`config.mk`:
```
export PLATFORM = sky130hd
export DESIGN_NAME = uart_dbg_pkt_loader
export DESIGN_NICKNAME = d
export VERILOG_FILES = /design/src/rtl/uart_dbg_pkg.sv /design/src/rtl/crc16_modbus_byte.sv /design/src/rtl/uart_dbg_pkt_loader.sv
export SDC_FILE = /design/constraint.sdc
export NUM_CORES = 1
export LEC_CHECK = 0
export ABC_AREA = 1
export BUFFER_PORTS_ARGS = -buffer_cell sky130_fd_sc_hd__buf_2
export CAP_MARGIN = 10
export CORE_MARGIN = 10
export CORE_UTILIZATION = 30
export CTS_CLUSTER_DIAMETER = 50
export DETAILED_ROUTE_END_ITERATION = 8
export PLACE_DENSITY = 0.52
export SETUP_SLACK_MARGIN = 0.1
export SYNTH_ARGS = -nofsm -noshare
export SYNTH_HDL_FRONTEND = slang
export SYNTH_SLANG_ARGS = --single-unit
```
`constraint.sdc`:
```
create_clock -name clk -period 8.9 [get_ports clk]
set_clock_uncertainty 0.1 [all_clocks]
set_input_delay 1.78 -clock clk [delete_from_list [all_inputs] [get_ports clk]]
set_output_delay 1.78 -clock clk [all_outputs]
set_load 0.01 [all_outputs]
```
`src/rtl/uart_dbg_pkg.sv`:
```
// Shared types and constants for the UART packet loader.
// Holds the CRC16/Modbus byte-step helper.
package uart_dbg_pkg;

    typedef enum logic [2:0] {
        ST_IDLE,
        ST_RECV,
        ST_CHECK,
        ST_WRITE,
        ST_RESP,
        ST_DONE
    } state_t;

    localparam logic [7:0]  ACK_DEF  = 8'h06;
    localparam logic [7:0]  NACK_DEF = 8'h15;
    localparam logic [15:0] CRC_INIT = 16'hFFFF;
    localparam logic [15:0] CRC_POLY = 16'hA001;

    function automatic logic [15:0] crc16_byte(
        input logic [15:0] crc,
        input logic [7:0]  data
    );
        logic [15:0] c;
        c = crc ^ {8'h00, data};
        for (int i = 0; i < 8; i++) begin
            c = c[0] ? ((c >> 1) ^ CRC_POLY) : (c >> 1);
        end
        return c;
    endfunction

endpackage

```
`src/rtl/crc16_modbus_byte.sv`:
```
// Combinational CRC16/Modbus update for one byte.
// The eight bit steps unroll inside the package helper.
module crc16_modbus_byte
    import uart_dbg_pkg::*;
(
    input  logic [15:0] crc_i,
    input  logic [7:0]  data_i,
    output logic [15:0] crc_o
);

    always_comb begin
        crc_o = crc16_byte(crc_i, data_i);
    end

endmodule

```
`src/rtl/uart_dbg_pkt_loader.sv`:
```
// Packet UART loader: SEQ + payload + CRC16 in, word writes out.
// Holds the core in reset until the whole image is in memory.
module uart_dbg_pkt_loader
    import uart_dbg_pkg::*;
#(
    parameter int unsigned PAYLOAD_BYTES  = 32,
    parameter logic [31:0] BASE_ADDR      = 32'h0,
    parameter int unsigned MAX_BYTES      = 4096,
    parameter int unsigned TIMEOUT_CYCLES = 100000,
    parameter logic [7:0]  ACK_BYTE       = ACK_DEF,
    parameter logic [7:0]  NACK_BYTE      = NACK_DEF
) (
    input  logic        clk,
    input  logic        rst,
    input  logic        en,
    input  logic [7:0]  rx_data,
    input  logic        rx_valid,
    output logic [7:0]  tx_data,
    output logic        tx_valid,
    input  logic        tx_ready,
    output logic        mem_req,
    output logic [31:0] mem_addr,
    output logic [31:0] mem_wdata,
    input  logic        mem_gnt,
    output logic        halt_cpu,
    output logic        done,
    output logic [15:0] nack_cnt
);

    localparam int NW = PAYLOAD_BYTES / 4;
    localparam int AW = $clog2(PAYLOAD_BYTES);
    localparam int BW = $clog2(PAYLOAD_BYTES + 2);
    localparam int KW = $clog2(NW + 1);
    localparam int TW = $clog2(TIMEOUT_CYCLES + 1);

    state_t        state_q, state_d;
    logic [7:0]    seq_q, seq_d;
    logic [7:0]    exp_q, exp_d;
    logic [BW-1:0] bcnt_q, bcnt_d;
    logic [15:0]   crc_q, crc_d;
    logic [15:0]   crc_rx_q, crc_rx_d;
    logic [TW-1:0] tmo_q, tmo_d;
    logic [31:0]   size_q, size_d;
    logic [31:0]   off_q, off_d;
    logic          have_q, have_d;
    logic [KW-1:0] k_q, k_d;
    logic          ack_q, ack_d;
    logic          adv_q, adv_d;
    logic          fin_q, fin_d;
    logic          done_q, done_d;
    logic          en_q;
    logic [15:0]   nack_q, nack_d;
    logic [7:0]    tx_q, tx_d;
    logic [31:0]   addr_q, addr_d;
    logic [31:0]   wdat_q, wdat_d;

    logic [7:0]    pay_q [PAYLOAD_BYTES];
    logic          pay_we;
    logic [15:0]   crc_nx;
    logic [31:0]   pkt_size;
    logic [31:0]   size_r4;
    logic [31:0]   nxt_off;
    logic          last_word;

    crc16_modbus_byte u_crc (
        .crc_i  (crc_q),
        .data_i (rx_data),
        .crc_o  (crc_nx)
    );

    function automatic logic [31:0] word_at(input logic [KW-1:0] k);
        logic [AW-1:0] b;
        b = AW'({k, 2'b00});
        return {pay_q[b + AW'(3)], pay_q[b + AW'(2)],
                pay_q[b + AW'(1)], pay_q[b]};
    endfunction

    assign pkt_size = {pay_q[AW'(PAYLOAD_BYTES - 4)],
                       pay_q[AW'(PAYLOAD_BYTES - 3)],
                       pay_q[AW'(PAYLOAD_BYTES - 2)],
                       pay_q[AW'(PAYLOAD_BYTES - 1)]};
    assign size_r4   = (size_q + 32'd3) & ~32'd3;
    assign nxt_off   = off_q + 32'({k_q, 2'b00}) + 32'd4;
    // pad words past the rounded-up image size are never written
    assign last_word = (k_q == KW'(NW - 1)) || (nxt_off >= size_r4);

    always_comb begin
        state_d  = state_q;
        seq_d    = seq_q;
        exp_d    = exp_q;
        bcnt_d   = bcnt_q;
        crc_d    = crc_q;
        crc_rx_d = crc_rx_q;
        tmo_d    = tmo_q;
        size_d   = size_q;
        off_d    = off_q;
        have_d   = have_q;
        k_d      = k_q;
        ack_d    = ack_q;
        adv_d    = adv_q;
        fin_d    = fin_q;
        done_d   = done_q;
        nack_d   = nack_q;
        tx_d     = tx_q;
        addr_d   = addr_q;
        wdat_d   = wdat_q;
        pay_we   = 1'b0;

        unique case (state_q)
            ST_IDLE: begin
                if (en && rx_valid) begin
                    seq_d   = rx_data;
                    bcnt_d  = '0;
                    crc_d   = CRC_INIT;
                    tmo_d   = '0;
                    state_d = ST_RECV;
                end
            end
            ST_RECV: begin
                if (rx_valid) begin
                    tmo_d = '0;
                    if (bcnt_q < BW'(PAYLOAD_BYTES)) begin
                        pay_we = 1'b1;
                        crc_d  = crc_nx;
                        bcnt_d = bcnt_q + BW'(1);
                    end else if (bcnt_q == BW'(PAYLOAD_BYTES)) begin
                        crc_rx_d[7:0] = rx_data;
                        bcnt_d        = bcnt_q + BW'(1);
                    end else begin
                        crc_rx_d[15:8] = rx_data;
                        state_d        = ST_CHECK;
                    end
                end else if (tmo_q == TW'(TIMEOUT_CYCLES - 1)) begin
                    ack_d   = 1'b0;
                    adv_d   = 1'b0;
                    fin_d   = 1'b0;
                    tx_d    = NACK_BYTE;
                    state_d = ST_RESP;
                end else begin
                    tmo_d = tmo_q + TW'(1);
                end
            end
            ST_CHECK: begin
                ack_d   = 1'b0;
                adv_d   = 1'b0;
                fin_d   = 1'b0;
                tx_d    = NACK_BYTE;
                state_d = ST_RESP;
                if (crc_rx_q != crc_q) begin
                    ack_d = 1'b0;
                end else if (exp_q != 8'd0 && seq_q == exp_q - 8'd1) begin
                    // host lost our ACK: confirm again, write nothing
                    ack_d = 1'b1;
                    tx_d  = ACK_BYTE;
                end else if (seq_q != exp_q) begin
                    ack_d = 1'b0;
                end else if (!have_q) begin
                    if (pkt_size <= MAX_BYTES) begin
                        ack_d  = 1'b1;
                        adv_d  = 1'b1;
                        fin_d  = (pkt_size == 32'd0);
                        size_d = pkt_size;
                        tx_d   = ACK_BYTE;
                    end
                end else begin
                    ack_d   = 1'b1;
                    adv_d   = 1'b1;
                    fin_d   = (off_q + 32'(PAYLOAD_BYTES) >= size_q);
                    tx_d    = ACK_BYTE;
                    k_d     = '0;
                    addr_d  = BASE_ADDR + off_q;
                    wdat_d  = word_at('0);
                    state_d = ST_WRITE;
                end
            end
            ST_WRITE: begin
                if (mem_gnt) begin
                    if (last_word) begin
                        state_d = ST_RESP;
                    end else begin
                        k_d    = k_q + KW'(1);
                        addr_d = addr_q + 32'd4;
                        wdat_d = word_at(k_q + KW'(1));
                    end
                end
            end
            ST_RESP: begin
                if (tx_ready) begin
                    state_d = ST_IDLE;
                    if (!ack_q && nack_q != 16'hFFFF) begin
                        nack_d = nack_q + 16'd1;
                    end
                    if (ack_q && adv_q) begin
                        exp_d = exp_q + 8'd1;
                        if (have_q) begin
                            off_d = off_q + 32'(PAYLOAD_BYTES);
                        end else begin
                            have_d = 1'b1;
                        end
                        if (fin_q) begin
                            done_d  = 1'b1;
                            state_d = ST_DONE;
                        end
                    end
                end
            end
            ST_DONE: begin
                state_d = ST_DONE;
            end
            default: begin
                state_d = ST_IDLE;
            end
        endcase

        if (en && !en_q) begin
            done_d = 1'b0;
        end
        // a dropped strap abandons the download but keeps done/nack_cnt
        if (!en) begin
            state_d = ST_IDLE;
            exp_d   = '0;
            size_d  = '0;
            off_d   = '0;
            have_d  = 1'b0;
            done_d  = done_q;
        end
    end

    always_ff @(posedge clk) begin
        if (rst) begin
            state_q  <= ST_IDLE;
            seq_q    <= '0;
            exp_q    <= '0;
            bcnt_q   <= '0;
            crc_q    <= CRC_INIT;
            crc_rx_q <= '0;
            tmo_q    <= '0;
            size_q   <= '0;
            off_q    <= '0;
            have_q   <= 1'b0;
            k_q      <= '0;
            ack_q    <= 1'b0;
            adv_q    <= 1'b0;
            fin_q    <= 1'b0;
            done_q   <= 1'b0;
            en_q     <= 1'b0;
            nack_q   <= '0;
            tx_q     <= '0;
            addr_q   <= '0;
            wdat_q   <= '0;
        end else begin
            state_q  <= state_d;
            seq_q    <= seq_d;
            exp_q    <= exp_d;
            bcnt_q   <= bcnt_d;
            crc_q    <= crc_d;
            crc_rx_q <= crc_rx_d;
            tmo_q    <= tmo_d;
            size_q   <= size_d;
            off_q    <= off_d;
            have_q   <= have_d;
            k_q      <= k_d;
            ack_q    <= ack_d;
            adv_q    <= adv_d;
            fin_q    <= fin_d;
            done_q   <= done_d;
            en_q     <= en;
            nack_q   <= nack_d;
            tx_q     <= tx_d;
            addr_q   <= addr_d;
            wdat_q   <= wdat_d;
        end
    end

    always_ff @(posedge clk) begin
        if (pay_we) begin
            pay_q[bcnt_q[AW-1:0]] <= rx_data;
        end
    end

    assign tx_data   = tx_q;
    assign tx_valid  = (state_q == ST_RESP);
    assign mem_req   = (state_q == ST_WRITE);
    assign mem_addr  = addr_q;
    assign mem_wdata = wdat_q;
    assign done      = done_q;
    assign halt_cpu  = en & ~done_q;
    assign nack_cnt  = nack_q;

endmodule
```
# Word level (Yosys, flattened, before mapping)
# Memory sizes are Yosys's and may differ from the RTL's.
# Cells that the tools add are included.
[op_classes]
order_cmp = 4
n_bitwise = 18
reduce_logical = 33
addsub = 14
muxes = 92
n_eq_ne = 30
[op_table]
columns = ["operator", "n"]
rows = [
  ["32-bit 2-to-1 mux", 12],
  ["16-bit 2-to-1 mux", 11],
  ["32-bit one-hot mux with 2 select lines", 2],
  ["32-bit by 3-bit adder with 32-bit output, second input constant", 2],
  ["32-bit >= comparator", 2],
  ["17-bit 2-to-1 mux", 3],
  ["8-bit 2-to-1 mux", 6],
  ["3-bit 2-to-1 mux", 14],
  ["17-bit one-hot mux with 2 select lines", 1],
  ["32-bit by 2-bit adder with 32-bit output, second input constant", 1],
  ["32-bit by 6-bit adder with 32-bit output", 1],
  ["32-bit by 6-bit adder with 32-bit output, second input constant", 1],
  ["32-bit by 13-bit less-or-equal comparator with 1-bit output, second input constant", 1],
  ["32-bit zero test", 1],
  ["16-bit one-hot mux with 2 select lines", 1],
  ["1-bit 2-to-1 mux", 24],
  ["4-bit 2-to-1 mux", 6],
  ["6-bit 2-to-1 mux", 4],
  ["2-bit inverter with 3-bit output", 8],
  ["2-bit != test, second input constant", 10],
  ["4-bit AND reduction", 5],
  ["3-bit one-hot mux with 6 select lines", 1],
  ["17-bit by 1-bit adder with 17-bit output, second input constant", 1],
  ["17-bit == test, second input constant", 1],
  ["other kinds (39)", 72],
]
[totals]
output_inout_bits = 92
wordCells = 213
in_bits = 14
regBits = 236
ram_bits = 256
memories = 1
[memory_table]
columns = ["name", "depth", "width", "rd", "rd_clocked_by_memory_dff", "wr", "line_no", "rtl"]
rows = [
  ["pay_q", 32, 8, 12, 0, 1, "uart_dbg_pkt_loader.sv:57", "logic [7:0] pay_q [PAYLOAD_BYTES];"],
]

# Logic depth before layout (Yosys ltp)
[logic_depth]
ltp_word = 20
mapped_depth = 27
ltp_nobuf = 25

# Hierarchy
# From an unflattened synthesis, not the netlist that was laid out.
[hier_totals]
hier_cells = 3055
hier_area_um2 = 24512.3
[by_module_without_submodules]
columns = ["mod", "seq_area_each_um2", "n_inst", "area_each_um2", "cells_per_inst"]
rows = [
  ["uart_dbg_pkt_loader", 12171.7, 1, 24060.6, 2956],
  ["crc16_modbus_byte", 0.0, 1, 451.7, 99],
]

# Worst setup path before layout
# No wires, ideal clock.
[synth_path]
path_type = "in2out"
from = "in en"
to = "out halt_cpu"
stages = 2
setup_slack_ps = 5029
n_path_buf = 0
arrival_ps = 1991
required_time_ps = 7020
cell_sequence = "inv_1 > nor2_1"
[synth_between]
elab_chain_len = 1
[synth_rtl]
columns = ["element", "line_no", "rtl"]
rows = [
  ["start: declaration", "uart_dbg_pkt_loader.sv:15", "input logic en,"],
  ["1-bit AND", "uart_dbg_pkt_loader.sv:287", "assign halt_cpu = en & ~done_q;"],
  ["end: declaration", "uart_dbg_pkt_loader.sv:25", "output logic halt_cpu,"],
]
# Every way passes these cells.

# Final worst setup path
[layout_path]
from = "reg k_q[0]"
to = "reg addr_q[8] (netlist: mem_addr[8])"
[layout_between]
elab_chain_len = 6
word_cells_on_any_way = 7
classes_between = "add/sub: 2; order compare: 1; eq/ne: 2; reduce/logical: 2"
[layout_rtl]
columns = ["element", "line_no", "rtl"]
rows = [
  ["start: declaration", "uart_dbg_pkt_loader.sv:46", "logic [KW-1:0] k_q, k_d;"],
  ["start signal: assignment", "uart_dbg_pkt_loader.sv:262", "k_q <= k_d;"],
  ["32-bit by 6-bit adder with 32-bit output", "uart_dbg_pkt_loader.sv:83", "assign nxt_off = off_q + 32'({k_q, 2'b00}) + 32'd4;"],
  ["32-bit by 3-bit adder with 32-bit output", "uart_dbg_pkt_loader.sv:83", ""],
  ["32-bit >= comparator", "uart_dbg_pkt_loader.sv:85", "assign last_word = (k_q == KW'(NW - 1)) || (nxt_off >= size_r4);"],
  ["1-bit logical OR (*)", "uart_dbg_pkt_loader.sv:85", ""],
  ["2-bit != test (no source line) (*)", "n/a", ""],
  ["7-bit AND reduction (no source line) (*)", "n/a", ""],
  ["end signal: assignment", "uart_dbg_pkt_loader.sv:270", "addr_q <= addr_d;"],
  ["end: declaration", "uart_dbg_pkt_loader.sv:54", "logic [31:0] addr_q, addr_d;"],
]
# Mark *: on every way between the ends. The rest lies on a longest branch, timed or not.
# A chain may end at the register's enable or synchronous reset.

==> metrics.csv <==
stage,metric,value,unit
outcome,status,"complete, no violations",
sta,max-slew violation total from the final report,0,
global_route,antenna violations before repair,1,
place,placed cell areas,25220,um2
floorplan,number of top-level design ports,106,
setup_path,worst path bufs/invs,2,
setup_path,most frequent CP cell,sky130_fd_sc_hd__nor2_1,
synth,count of state elements after synthesis,480,
route,detailed-route wire length on metal 1,32.27,mm
setup_path,list of cells traversed by the critical path,inv_4 > nor2_1 > nand2_1 > a21oi_2 > nand3_1 > nor3_1 > nand2_1 > xor2_1 > ha_1 > a21oi_1 > nor2_1 > o21ai_0 > nand3_1 > nor2_1 > nand3_2 > nand2_4 > buf_4 > o21ai_0 > nand2_1 > nor2_1,
flow_run,Maximum Capacitance Violations,0,
sta,measured slew at the worst slew-check pin,1.100,ns
min_path,Hold EP,nack_cnt[4],
sta,PnR worst setup slack,3.507,ns
cts,count of hold buffers inserted by post-cts repair,0,
cts,H-Tree Depth,3,
route,Final Routed Wirelength,69.60,mm
route,total met3 wirelength after detailed routing,3.542,mm
synth,unique cell type count in the Yosys netlist,48,
floorplan,vertical die dimension,301.7,um
setup_path,cells on worst reg2reg path,20,
place,DPL Wire Length,46.98,mm
global_route,via count of the first global-routing pass,18540,
cts,clk buf depth,3,
route,vias post-DR,19380,
min_path,class of the tightest hold or removal check,flip-flop to flip-flop,
floorplan,placement row count,103,
setup_path,gate family responsible for the most delay along the worst path,simple AND/OR/NAND/NOR gates,
synth,register area share after synthesis,51.15,%
cts,total clock sinks,480,
route,vias per cell,4.803,
cts,post-CTS sizing,0,
sta,RSZ-0062 raised after global routing,no,
final_layout,core occupancy in the finished layout,34.90,%
floorplan,starting density of the core,30.17,%
route,Antenna Nets Post-Route,0,
final_layout,number of nets in the finished design,3017,
route,met2 WL,32.15,mm
floorplan,placeable core region,78870,um2
synth,synthesized instance count,2862,
setup_path,maximum net fanout on the critical path,65,
route,average detailed-routed wire length per instance,17.25,um
setup_path,"setup slack, reg-to-reg",3.51,ns
setup_path,kind of launch point of the worst setup path,flip-flop,
global_route,largest net degree at the start of global routing,93,
final_layout,fraction of layout cells with a size suffix above 1,8.884,%
floorplan,die area,90990,um2
route,number of DRC violations after detailed-routing iteration 0,1225,
route,DRC errors left,0,
route,length of the first detailed-routing pass in iterations,5,
sta,Max transition margin,26.42,%
sta,"Hold Violations, Final",0,
cts,clock-pin slew of the registers on the worst-case setup and hold paths,0.05,ns
sta,highest clock frequency the design can meet,185.4,MHz
setup_path,"Max stage delay cell, worst path",sky130_fd_sc_hd__dfxtp_4,
min_path,min-delay src,nack_cnt[4],
place,Port Buffers,99,
cts,number of buffers inserted during clock tree synthesis,66,
place,Placer Congestion,0.8299,
synth,synthesized area per cell,8.315,um2
power,total chip power,0.005257,W
place,pre-CTS setup slack,3.446,ns
cts,clock root buffer,sky130_fd_sc_hd__clkbuf_16,
setup_path,critical path data arrival time,5.79,ns
sta,final setup violating endpoints,0,
global_route,first-pass GRT wire length,107.9,mm
route,highest metal layer with signal wires,met5,
sta,shortest clock period the worst path allows after layout,5.394,ns
global_route,gr usage total,15.01,%
cts,number of setup buffers added after CTS,0,
setup_path,origin of the critical flop-to-flop path,k_q[0],
setup_path,max incr delay on CP,0.75,ns
synth,Syn Std Cell Area,23800,um2
power,"IR drop worst, VDD",0.1271,mV
power,Power per Cell Area,191.0,nW/um2
setup_path,critical path endpoint category,flip-flop,
final_layout,area grow syn2layout,15.67,%
min_path,cell count of the worst hold path,2,
sta,Final TNS setup,0,ns
global_route,"Remaining Overflow, GRT",0,
sta,period utilisation layout,60.60,%
setup_path,critical setup path kind,flip-flop to flip-flop,
floorplan,floorplan die width,301.7,um
final_layout,"top library cells by usage in the layout, fill and taps aside","482 x sky130_fd_sc_hd__nand2_1, 448 x sky130_fd_sc_hd__nor2_1, 323 x sky130_fd_sc_hd__o21ai_0",
setup_path,CP required,9.29,ns
final_layout,"most common cell after layout, fill and taps aside",sky130_fd_sc_hd__nand2_1,
power,leakage power figure,10.68,nW
synth,count of warnings emitted by yosys,0,
setup_path,worst r2r dst,mem_addr[8],
final_layout,final cell area excluding filler cells,27530,um2
cts,worst skew pair latency,0.60,ns
cts,CTS tree,built,
synth_stat cells, drive strengths merged:
cell type	n	area [um2]
clkbuf	65	244.0
a21oi	171	863.3
nand2	487	1846
a22oi	1	7.510
a221oi	16	140.1
nand3b	1	7.510
a211o	1	8.760
nor4	22	150.1
inv	297	1115
edfxtp	256	7687
dfxtp	224	4484
o21bai	3	22.52
o211ai	6	45.04
o21ai	324	1622
or3	1	6.260
nand4	42	262.8
ha	69	863.3
xnor2	25	219.0
a211oi	7	52.55
o31ai	1	7.510
o221a	1	11.26
nor3b	2	15.01
a2111oi	1	8.760
nor3	81	425.4
nor2	454	1714
a31oi	1	6.260
or2	7	43.79
o21a	5	37.54
nand3	119	605.6
a41oi	1	8.760
o22ai	28	175.2
xor2	88	770.7
conb	1	3.750
buf	54	317.8
sequential cells by signal, summed over array words and instances, names as in the netlist, 6 cells and up:
name	cells
bcnt_q	6
exp_q	8
nack_cnt	16
mem_wdata	32
mem_addr	30
crc_q	16
tmo_q	17
pay_q	256
size_q	32
crc_rx_q	16
off_q	27
seq_q	8
logic make-up after synthesis:
kind of cell | after synthesis | synth area share (%)
adder cells (fa/ha/maj) | 69 | 3.628
AO/OA/AOI/OAI | 567 | 12.68
AND/OR/NAND/NOR | 1216 | 21.33
other | 1 | 0.01576
XOR/XNOR | 113 | 4.159
buffers and inverters | 416 | 7.045
flip-flops | 480 | 51.15
worst max path at each step:
stage | start | end | slack [ns] | cells past startpoint
after global placement | k_q[0] | mem_addr[8] | 3.52 | 20
after floorplan | en | halt_cpu | 5.03 | 2
final | k_q[0] | mem_addr[8] | 3.51 | 20
after detailed placement | k_q[0] | mem_addr[8] | 3.45 | 20
after global routing | k_q[0] | mem_addr[8] | 3.04 | 20
after CTS | k_q[0] | mem_addr[8] | 3.43 | 20
stage by stage:
step | instances | hold WS (ns)
finish | 4034 | 0.3618
global route | 4033 | 0.3771
CTS | 4033 | 0.3632
detailed placement | 3916 | 0.3534
global placement | 3916 | 0.3505
floorplan | 2867 | 0.3355
power by group:
part | leakage [nW] | switching [W] | internal (W)
logic | 5.47 | 0.000104 | 0.0000339
clock network | 1.10 | 0.00103 | 0.00174
registers | 4.11 | 0.00000870 | 0.00234
total | 10.7 | 0.00114 | 0.00412
layout make-up:
class                      instances  area (um2)
fill                            8163       51340
sequential                       480       12180
multi-input combinational       1971        9976
clock buffer                      85        1858
tap                             1050        1314
inverter                         297        1119
timing repair buffer             118       638.1
clock inverter                    32       445.4
antenna                            1       2.502
worst min-delay path, delay by kind of cell (launching register included):
family	cells	cell delay, ns
AOI/OAI and AO/OA	1	0.05
DFF	1	0.31
buffers and inverters	1	0.05
routing by layer:
layer  vias to the layer above  GRT usage (%)
met5                         -              0
met4                         2          4.999
met3                        96          2.753
met2                       413          24.46
met1                      9130          19.81
li1                       9735              -
(Power assumes the default switching activity.)
